<file path="src/rtl/sdram_arbiter_if.sv">
// Avalon-style burst bus bundle shared by the two requesters and the SDRAM controller port.
// The master modport is the side that issues commands; the slave modport responds to them.
interface sdram_arbiter_if #(
    parameter int ADDR_WIDTH  = 25,
    parameter int DATA_WIDTH  = 16,
    parameter int BE_WIDTH    = 2,
    parameter int BURST_WIDTH = 7
);
    logic [ADDR_WIDTH-1:0]  address;
    logic [BURST_WIDTH-1:0] burstcount;
    logic                   read;
    logic                   write;
    logic [DATA_WIDTH-1:0]  writedata;
    logic [BE_WIDTH-1:0]    byteenable;
    logic                   waitrequest;
    logic                   readdatavalid;
    logic [DATA_WIDTH-1:0]  readdata;

    modport master (
        output address, burstcount, read, write, writedata, byteenable,
        input  waitrequest, readdatavalid, readdata
    );

    modport slave (
        input  address, burstcount, read, write, writedata, byteenable,
        output waitrequest, readdatavalid, readdata
    );
endinterface

</file>
<file path="src/rtl/sdram_arbiter.sv">
// Two-requester round-robin arbiter in front of one burst-capable SDRAM controller port.
// Ownership is held for a whole burst; every burst is followed by at least one IDLE cycle.
module sdram_arbiter #(
    parameter int ADDR_WIDTH  = 25,
    parameter int DATA_WIDTH  = 16,
    parameter int BE_WIDTH    = 2,
    parameter int BURST_WIDTH = 7
) (
    input  logic              clk,
    input  logic              rst,
    sdram_arbiter_if.slave    m0,
    sdram_arbiter_if.slave    m1,
    sdram_arbiter_if.master   s
);
    typedef enum logic [1:0] {IDLE, RD_CMD, RD_DATA, WR} state_t;

    localparam logic [BURST_WIDTH-1:0] ONE = BURST_WIDTH'(1);

    state_t                 state_q, state_d;
    logic                   owner_q, owner_d;
    logic                   last_grant_q, last_grant_d;
    logic [BURST_WIDTH-1:0] count_q, count_d;

    logic                   req0, req1, grant, g_read;
    logic [BURST_WIDTH-1:0] g_bc;

    logic [ADDR_WIDTH-1:0]  own_address;
    logic [BURST_WIDTH-1:0] own_burstcount;
    logic [DATA_WIDTH-1:0]  own_writedata;
    logic [BE_WIDTH-1:0]    own_byteenable;
    logic                   own_write;

    logic                   s_read_c, s_write_c, own_wait, own_rdv;

    assign req0 = m0.read | m0.write;
    assign req1 = m1.read | m1.write;
    // Contention goes to whoever did not win last; otherwise the lone requester wins.
    assign grant  = (req0 && req1) ? ~last_grant_q : req1;
    assign g_read = grant ? m1.read       : m0.read;
    assign g_bc   = grant ? m1.burstcount : m0.burstcount;

    assign own_address    = owner_q ? m1.address    : m0.address;
    assign own_burstcount = owner_q ? m1.burstcount : m0.burstcount;
    assign own_writedata  = owner_q ? m1.writedata  : m0.writedata;
    assign own_byteenable = owner_q ? m1.byteenable : m0.byteenable;
    assign own_write      = owner_q ? m1.write      : m0.write;

    always_ff @(posedge clk or negedge rst) begin
        if (!rst) begin
            state_q      <= IDLE;
            owner_q      <= 1'b0;
            last_grant_q <= 1'b1;
            count_q      <= '0;
        end else begin
            state_q      <= state_d;
            owner_q      <= owner_d;
            last_grant_q <= last_grant_d;
            count_q      <= count_d;
        end
    end

    always_comb begin
        state_d      = state_q;
        owner_d      = owner_q;
        last_grant_d = last_grant_q;
        count_d      = count_q;
        s_read_c     = 1'b0;
        s_write_c    = 1'b0;
        own_wait     = 1'b1;
        own_rdv      = 1'b0;
        case (state_q)
            IDLE: begin
                if (req0 || req1) begin
                    owner_d      = grant;
                    last_grant_d = grant;
                    count_d      = (g_bc == '0) ? ONE : g_bc;
                    state_d      = g_read ? RD_CMD : WR;
                end
            end
            RD_CMD: begin
                s_read_c = 1'b1;
                own_wait = s.waitrequest;
                own_rdv  = s.readdatavalid;
                // Data may already stream back while the command is still stalled.
                if (s.readdatavalid && count_q == ONE) begin
                    state_d = IDLE;
                end else begin
                    if (s.readdatavalid) count_d = count_q - ONE;
                    if (!s.waitrequest)  state_d = RD_DATA;
                end
            end
            RD_DATA: begin
                own_rdv = s.readdatavalid;
                if (s.readdatavalid) begin
                    if (count_q == ONE) state_d = IDLE;
                    else                count_d = count_q - ONE;
                end
            end
            WR: begin
                s_write_c = own_write;
                own_wait  = s.waitrequest;
                if (own_write && !s.waitrequest) begin
                    if (count_q == ONE) state_d = IDLE;
                    else                count_d = count_q - ONE;
                end
            end
            default: state_d = IDLE;
        endcase
    end

    assign s.address    = own_address;
    assign s.burstcount = own_burstcount;
    assign s.writedata  = own_writedata;
    assign s.byteenable = own_byteenable;
    assign s.read       = s_read_c;
    assign s.write      = s_write_c;

    assign m0.waitrequest   = owner_q ? 1'b1 : own_wait;
    assign m1.waitrequest   = owner_q ? own_wait : 1'b1;
    assign m0.readdatavalid = ~owner_q & own_rdv;
    assign m1.readdatavalid = owner_q & own_rdv;
    assign m0.readdata      = s.readdata;
    assign m1.readdata      = s.readdata;
endmodule

</file>
<file path="src/flat_wrapper.sv">
// flat-port wrapper written by rule: the top's interface ports become plain ports
module sdram_arbiter_flat 
#(
    parameter int ADDR_WIDTH  = 25,
    parameter int DATA_WIDTH  = 16,
    parameter int BE_WIDTH    = 2,
    parameter int BURST_WIDTH = 7
)
  (clk, rst, m0_address, m0_burstcount, m0_read, m0_write, m0_writedata, m0_byteenable, m0_waitrequest, m0_readdatavalid, m0_readdata, m1_address, m1_burstcount, m1_read, m1_write, m1_writedata, m1_byteenable, m1_waitrequest, m1_readdatavalid, m1_readdata, s_address, s_burstcount, s_read, s_write, s_writedata, s_byteenable, s_waitrequest, s_readdatavalid, s_readdata);
  sdram_arbiter_if #(.ADDR_WIDTH(ADDR_WIDTH), .DATA_WIDTH(DATA_WIDTH), .BE_WIDTH(BE_WIDTH), .BURST_WIDTH(BURST_WIDTH)) m0_i ();
  sdram_arbiter_if #(.ADDR_WIDTH(ADDR_WIDTH), .DATA_WIDTH(DATA_WIDTH), .BE_WIDTH(BE_WIDTH), .BURST_WIDTH(BURST_WIDTH)) m1_i ();
  sdram_arbiter_if #(.ADDR_WIDTH(ADDR_WIDTH), .DATA_WIDTH(DATA_WIDTH), .BE_WIDTH(BE_WIDTH), .BURST_WIDTH(BURST_WIDTH)) s_i ();
  input  logic clk;
  input  logic rst;
  input wire logic [$bits(m0_i.address)-1:0] m0_address;
  input wire logic [$bits(m0_i.burstcount)-1:0] m0_burstcount;
  input wire logic [$bits(m0_i.read)-1:0] m0_read;
  input wire logic [$bits(m0_i.write)-1:0] m0_write;
  input wire logic [$bits(m0_i.writedata)-1:0] m0_writedata;
  input wire logic [$bits(m0_i.byteenable)-1:0] m0_byteenable;
  output wire logic [$bits(m0_i.waitrequest)-1:0] m0_waitrequest;
  output wire logic [$bits(m0_i.readdatavalid)-1:0] m0_readdatavalid;
  output wire logic [$bits(m0_i.readdata)-1:0] m0_readdata;
  input wire logic [$bits(m1_i.address)-1:0] m1_address;
  input wire logic [$bits(m1_i.burstcount)-1:0] m1_burstcount;
  input wire logic [$bits(m1_i.read)-1:0] m1_read;
  input wire logic [$bits(m1_i.write)-1:0] m1_write;
  input wire logic [$bits(m1_i.writedata)-1:0] m1_writedata;
  input wire logic [$bits(m1_i.byteenable)-1:0] m1_byteenable;
  output wire logic [$bits(m1_i.waitrequest)-1:0] m1_waitrequest;
  output wire logic [$bits(m1_i.readdatavalid)-1:0] m1_readdatavalid;
  output wire logic [$bits(m1_i.readdata)-1:0] m1_readdata;
  output wire logic [$bits(s_i.address)-1:0] s_address;
  output wire logic [$bits(s_i.burstcount)-1:0] s_burstcount;
  output wire logic [$bits(s_i.read)-1:0] s_read;
  output wire logic [$bits(s_i.write)-1:0] s_write;
  output wire logic [$bits(s_i.writedata)-1:0] s_writedata;
  output wire logic [$bits(s_i.byteenable)-1:0] s_byteenable;
  input wire logic [$bits(s_i.waitrequest)-1:0] s_waitrequest;
  input wire logic [$bits(s_i.readdatavalid)-1:0] s_readdatavalid;
  input wire logic [$bits(s_i.readdata)-1:0] s_readdata;
  assign m0_i.address = m0_address;
  assign m0_i.burstcount = m0_burstcount;
  assign m0_i.read = m0_read;
  assign m0_i.write = m0_write;
  assign m0_i.writedata = m0_writedata;
  assign m0_i.byteenable = m0_byteenable;
  assign m0_waitrequest = m0_i.waitrequest;
  assign m0_readdatavalid = m0_i.readdatavalid;
  assign m0_readdata = m0_i.readdata;
  assign m1_i.address = m1_address;
  assign m1_i.burstcount = m1_burstcount;
  assign m1_i.read = m1_read;
  assign m1_i.write = m1_write;
  assign m1_i.writedata = m1_writedata;
  assign m1_i.byteenable = m1_byteenable;
  assign m1_waitrequest = m1_i.waitrequest;
  assign m1_readdatavalid = m1_i.readdatavalid;
  assign m1_readdata = m1_i.readdata;
  assign s_address = s_i.address;
  assign s_burstcount = s_i.burstcount;
  assign s_read = s_i.read;
  assign s_write = s_i.write;
  assign s_writedata = s_i.writedata;
  assign s_byteenable = s_i.byteenable;
  assign s_i.waitrequest = s_waitrequest;
  assign s_i.readdatavalid = s_readdatavalid;
  assign s_i.readdata = s_readdata;
  sdram_arbiter #(.ADDR_WIDTH(ADDR_WIDTH), .DATA_WIDTH(DATA_WIDTH), .BE_WIDTH(BE_WIDTH), .BURST_WIDTH(BURST_WIDTH)) u_core (.clk(clk), .rst(rst), .m0(m0_i), .m1(m1_i), .s(s_i));
endmodule
</file>
<file path="config.mk">
export PLATFORM = sky130hd
export DESIGN_NAME = sdram_arbiter_flat
export DESIGN_NICKNAME = d
export VERILOG_FILES = /design/src/rtl/sdram_arbiter_if.sv /design/src/rtl/sdram_arbiter.sv /design/src/flat_wrapper.sv
export SDC_FILE = /design/constraint.sdc
export NUM_CORES = 1
export LEC_CHECK = 0
export ABC_AREA = 0
export CAP_MARGIN = 20
export CORE_MARGIN = 4
export CORE_UTILIZATION = 25
export DETAILED_ROUTE_END_ITERATION = 7
export GPL_TIMING_DRIVEN = 0
export MAX_ROUTING_LAYER = met4
export PLACE_DENSITY = 0.83
export SYNTH_ARGS = -nofsm -noshare
export SYNTH_HDL_FRONTEND = slang
export SYNTH_SLANG_ARGS = --single-unit
</file>
<file path="constraint.sdc">
create_clock -name clk -period 1.67 [get_ports clk]
set_input_delay 0.334 -clock clk [delete_from_list [all_inputs] [get_ports clk]]
set_output_delay 0.334 -clock clk [all_outputs]
set_load 0.05 [all_outputs]
</file>
; ---- Word level (Yosys, flattened, before mapping)
; Cells that the tools add are included.
; W data, S select, Z words.
[op_classes]
add_sub_neg = 1
mul = 0
n_div = 0
order_cmp = 0
eq_ne = 10
shifts = 0
n_mux = 30
bitwise_logic = 6
n_reduce_logical = 12
[op_table]
columns = cell, count
row1 = $mux W7, 9
row2 = $pmux W7 S4, 1
row3 = $mux W25, 1
row4 = $mux W16, 1
row5 = $mux W2, 8
row6 = $mux W1, 9
row7 = $pmux W2 S4, 1
row8 = $eq A7 B1 Y1 const B, 1
row9 = $logic_not A7 Y1, 1
row10 = $sub A7 B1 Y7 const B, 1
row11 = $ne A2 B2 Y1 const B, 3
row12 = $reduce_and A5 Y1, 1
row13 = $eq A2 B2 Y1 const B, 2
row14 = $ne A2 B1 Y1 const B, 2
row15 = $reduce_and A4 Y1, 1
row16 = $reduce_or A2 Y1, 2
row17 = $logic_and A1 B1 Y1, 3
row18 = $ne A3 B2 Y1 const B, 1
row19 = $and A1 B1 Y1, 2
row20 = $eq A2 B1 Y1 const B, 1
row21 = $logic_not A2 Y1, 1
row22 = $not A1 Y1, 2
row23 = $or A1 B1 Y1, 2
row24 = $reduce_and A2 Y1, 1
row25 = other kinds (2), 2
[totals]
register_bits = 11
latch_bits = 0
ram_bits = 0
rom_bits = 0
in_bits = 124
out_inout_bits = 88
wordCells = 63
n_memories = 0

; ---- Depth between registers and ports, before layout
[logic_depth]
ltp_word = 8
depth_mapped = 8
mapped_depth_nobuf = 7

; ---- Worst setup path after synthesis
; Ideal clock, no wire load.
[synth_timing]
kind = register to register
startpoint = register u_core.state_q[1]
endpoint = register u_core.count_q[6]
setup_ps = 124
arrival_time_ps = 1868
required_time_ps = 1546
path_slack_ps = -322
path_stages_with_launch = 8
path_buffers = 0
period_less_slack_ps = 1992
path_cell_list = dfrtp_1 > inv_1 > ha_1 > nor2_1 > a2bb2oi_1 > o211ai_4 > nor4_1 > a211o_1
[synth_via]
elab_chain_cells = 3
[synth_rtl]
columns = item, line_no
row1 = from (decl), sdram_arbiter.sv:19  ; state_t state_q, state_d;
row2 = from (signal assigned), sdram_arbiter.sv:55  ; state_q <= state_d;
row3 = "$eq A2 B2 Y1, or another cell as far along", sdram_arbiter.sv:71  ; case (state_q)
row4 = $ne A2 B1 Y1 (no line) or $ne A2 B2 Y1 (tied branches), -
row5 = $reduce_and A5 Y1 (no line), -
row6 = to (signal assigned), sdram_arbiter.sv:58  ; count_q <= count_d;
row7 = to (decl), sdram_arbiter.sv:22  ; logic [BURST_WIDTH-1:0] count_q, count_d;
; Several ways; a longest one is shown, not always the timed one.
; A chain may end at the register's enable or synchronous reset.

; ---- Worst setup path in the final report
[layout_timing]
startpoint = register u_core.state_q[1]
endpoint = output m0_waitrequest
[layout_via]
elab_chain_cells = 4
[layout_rtl]
columns = item, line_no
row1 = $eq A2 B1 Y1 or $eq A2 B2 Y1 (tied branches), sdram_arbiter.sv:71
row2 = $reduce_or A2 Y1 (no line) (*), -
row3 = $mux W1 (*), sdram_arbiter.sv:71
row4 = $mux W1 (*), sdram_arbiter.sv:118  ; assign m0.waitrequest = owner_q ? 1'b1 : own_wait;
row5 = to (decl), flat_wrapper.sv:21  ; output wire logic [$bits(m0_i.waitrequest)-1:0] m0_waitrequest;
; Mark *: on every way between the ends. The rest lies on a longest branch, timed or not.

==> impl_results.md <==
- Status: finished, violations left
- Violated checks: negative setup slack
- Post-synth cell types: 37
- Top_reg_cell synth: dfrtp_1
- Yosys top cell by area: mux2_2
- Worst Max-Slew Pin Slew: 519 ps
- Pint: 3600 µW
- Total wire length: 9.58 mm
- # setup viols final: 63
- Seq pwr share: under 10%
- Sequential area share after synthesis: 15.3%
- Initial Util: a little over a quarter
- Final hold vios: 0
- CTS tree: yes
- Ys Warns: 0
- Die height: 93.0 µm
- Post-DR vias/cell: 4.72
- Antenna diodes: 0
- Async SR Flop Fraction: 100%
- RSZ-0062 raised after global routing: true
- Full die area: 8640 µm²
- Core area: 6910 µm²
- Clock power share: 3.7%
- CP Class: reg -> out
- Achievable frequency: approximately 540 MHz
- Lkg Pwr: just under 0.002 µW
- Min Tclk post-route: 1850 ps
- Synth top area share: 33.7%
- Initial antenna violation count: 0
- CTS Buf Count: 3
- Slew headroom: 65.3%
- Synth Area per Inst: ~8.9 µm²
- Post-synthesis register bit count: 11
- Peak VDD IR: 0.606 mV
- Fin Hold WS: 439 ps
- Top post-synthesis cells by area: mux2_2 (34%), dfrtp_1 (14%), buf_4 (13%), ha_1 (4.2%), mux2i_1 (2.8%)
- Top fanout value on the critical path: 6
- Period Utilization, post-route: 111%
- Hold/Removal Path Class: in -> async
- Syn_nets: 332
- Clk_skew: 5.91 ps
- Data arrival, critical path: 1520 ps
- Commonest non-fill, non-tap cell in the layout: clkdlybuf4s50_1
- IO Pins: 212
- Nets@finish: 550
- Sw Share: between 50% and 60%
- Worst setup SP type: flop
- PwrDens: approximately 1700 nW/µm²
- GPL Wtd Cong: 0.787
- Number of global-route vias before repair: 2466
- Design area: 4480 µm²
- Reg clk slew, reported paths: about 60 ps
- Placed cell areas: between 3000 and 4000 µm²
- Final Worst Setup Slack: -181 ps
- Largest net degree at the start of global routing: 12
- Dpl hpwl: 7.07 mm
- CTS Buffer Depth: 2
- NetSw: 3820 µW
- All-Layer GR Usage: 19.1%
- CTS Sinks: 11
- Site row count: 30
- Wire per inst: 18.6 µm
- CTS root buf: clkbuf_8
- Gate power share: 88.2%
- Max Cap Violations: 0
- Drt pass-1 iters: 4
- Area growth, synth to finish: 148%
- Via count: 2431
- Post-synth EDFFs: 0
- Cts-stage hold buffer count: 0
- Antenna Nets Post-Route: 0
- Port Buffers: 195
- Post-Syn Instances: about 200
- # DRC: 0
- Global-route wire length before repair: 12.9 mm
- Share of layout cells above drive strength 1: between 40 and 50%
- Fin. max-slew vios: 0
- Initial DRC Count: 86
- CTS H-tree lvls: 1
- Die X: 93.0 µm
- Endpoint class of the critical path: output port
- Worst-Skew Late Latency: 240 ps
- Aggregate global routing overflow: 0
- Critical Path RT: between 1000 and 1500 ps
- Most frequent cells in the layout: clkdlybuf4s50_1 (136), buf_4 (48), buf_6 (40)
- Post-Syn Area: roughly 1800 µm²
==> cell families (layout without fill, tap and decap cells) <==
family                   after synthesis  count (layout)  share of synthesized area [%]
multiplexers                          60              60                           37.1
AND/OR/NAND/NOR                       46              46                           13.0
buffers and inverters                 46             263                           17.3
AO/OA/AOI/OAI                         33              33                           13.1
flip-flops                            11              11                           15.3
adder cells (fa/ha/maj)                6               6                           4.16
==> state kept, by name, summed over array words and instances, names as in the netlist <==
name                 count
u_core.count_q           7
u_core.last_grant_q      1
u_core.owner_q           1
u_core.state_q           2
==> repair_timing <==
item,in CTS,in global routing
buffers inserted,11,3
endpoints found under the setup margin,65,64
gates resized for setup,430,46
gates cloned,2,2
pin swaps,10,7
==> power by group through the flow <==
stage                     clock, µW  combinational, µW  sequential (µW)
after floorplan                   0               3640              555
after global placement            0               5070              581
after detailed placement          0               5140              590
after CTS                       272               5960              582
after global routing            287               6820              625
final                           273               6540              605
==> synth_stat cells (all sizes together), types with 2 or more instances <==
cell and count:
ha 6, o21ai 16, mux2i 5, nand2 11
nand2b 2, inv 5, nor4 3, a21oi 8
mux2 55, nor2 12, dfrtp 10, nor3 8
nand3 4, a211o 2, o211ai 2, buf 38
and3 2, clkbuf 3
==> cell type report <==
| cell class | count | area [µm²] |
|---|---|---|
| multi-input combinational | 145 | 1410 |
| inverter | 5 | 26.3 |
| clock buffer | 4 | 45.0 |
| fill | 543 | 2420 |
| buffer | 41 | 373 |
| timing repair buffer | 213 | 2230 |
| tap | 96 | 120 |
| sequential | 11 | 278 |
==> worst max-delay path, cell delays in order (launching register included) <==
cell     delay [ps]
dfrtp_2         450
inv_4            90
ha_4            180
nor2_2           60
or3_1           320
buf_6           170
==> worst paths after layout <==
check,start,to,slack [ps],cells past startpoint
worst max-delay path,u_core.state_q[1]$_DFFE_PN0P_,m0_waitrequest,-180,5
worst min-delay path,rst,u_core.state_q[0]$_DFFE_PN0P_,440,1
worst max register to register,u_core.count_q[1]$_DFFE_PN0P_,u_core.count_q[0]$_DFFE_PN0P_,-100,7
worst min register to register,u_core.last_grant_q$_DFFE_PN1P_,u_core.last_grant_q$_DFFE_PN1P_,530,2
max in group asynchronous,rst,u_core.state_q[1]$_DFFE_PN0P_,860,1
min in group clk,u_core.last_grant_q$_DFFE_PN1P_,u_core.last_grant_q$_DFFE_PN1P_,530,2
==> per-layer routing <==
layer  vias up  track usage, %  part of all wire (%)
met4         0            3.05                   1.6
met1      1162            18.9                    34
li1       1132               -                     -
met2       123            37.9                    57
met5         -               -                     0
met3        14            4.63                   7.6
==> metrics by stage <==
step	TNS [ps]	util [%]	std cells	setup slack, ps	total power, µW
detailed placement	-36990	56.7	493	-687	5730
global placement	-35920	56.7	493	-683	5650
global route	-9640	64.9	515	-205	7730
floorplan	-62.0	-	202	-42.6	4200
finish	-6720	64.9	515	-181	7420
CTS	-6580	61.7	510	-160	6820
(Power assumes the default switching activity.)
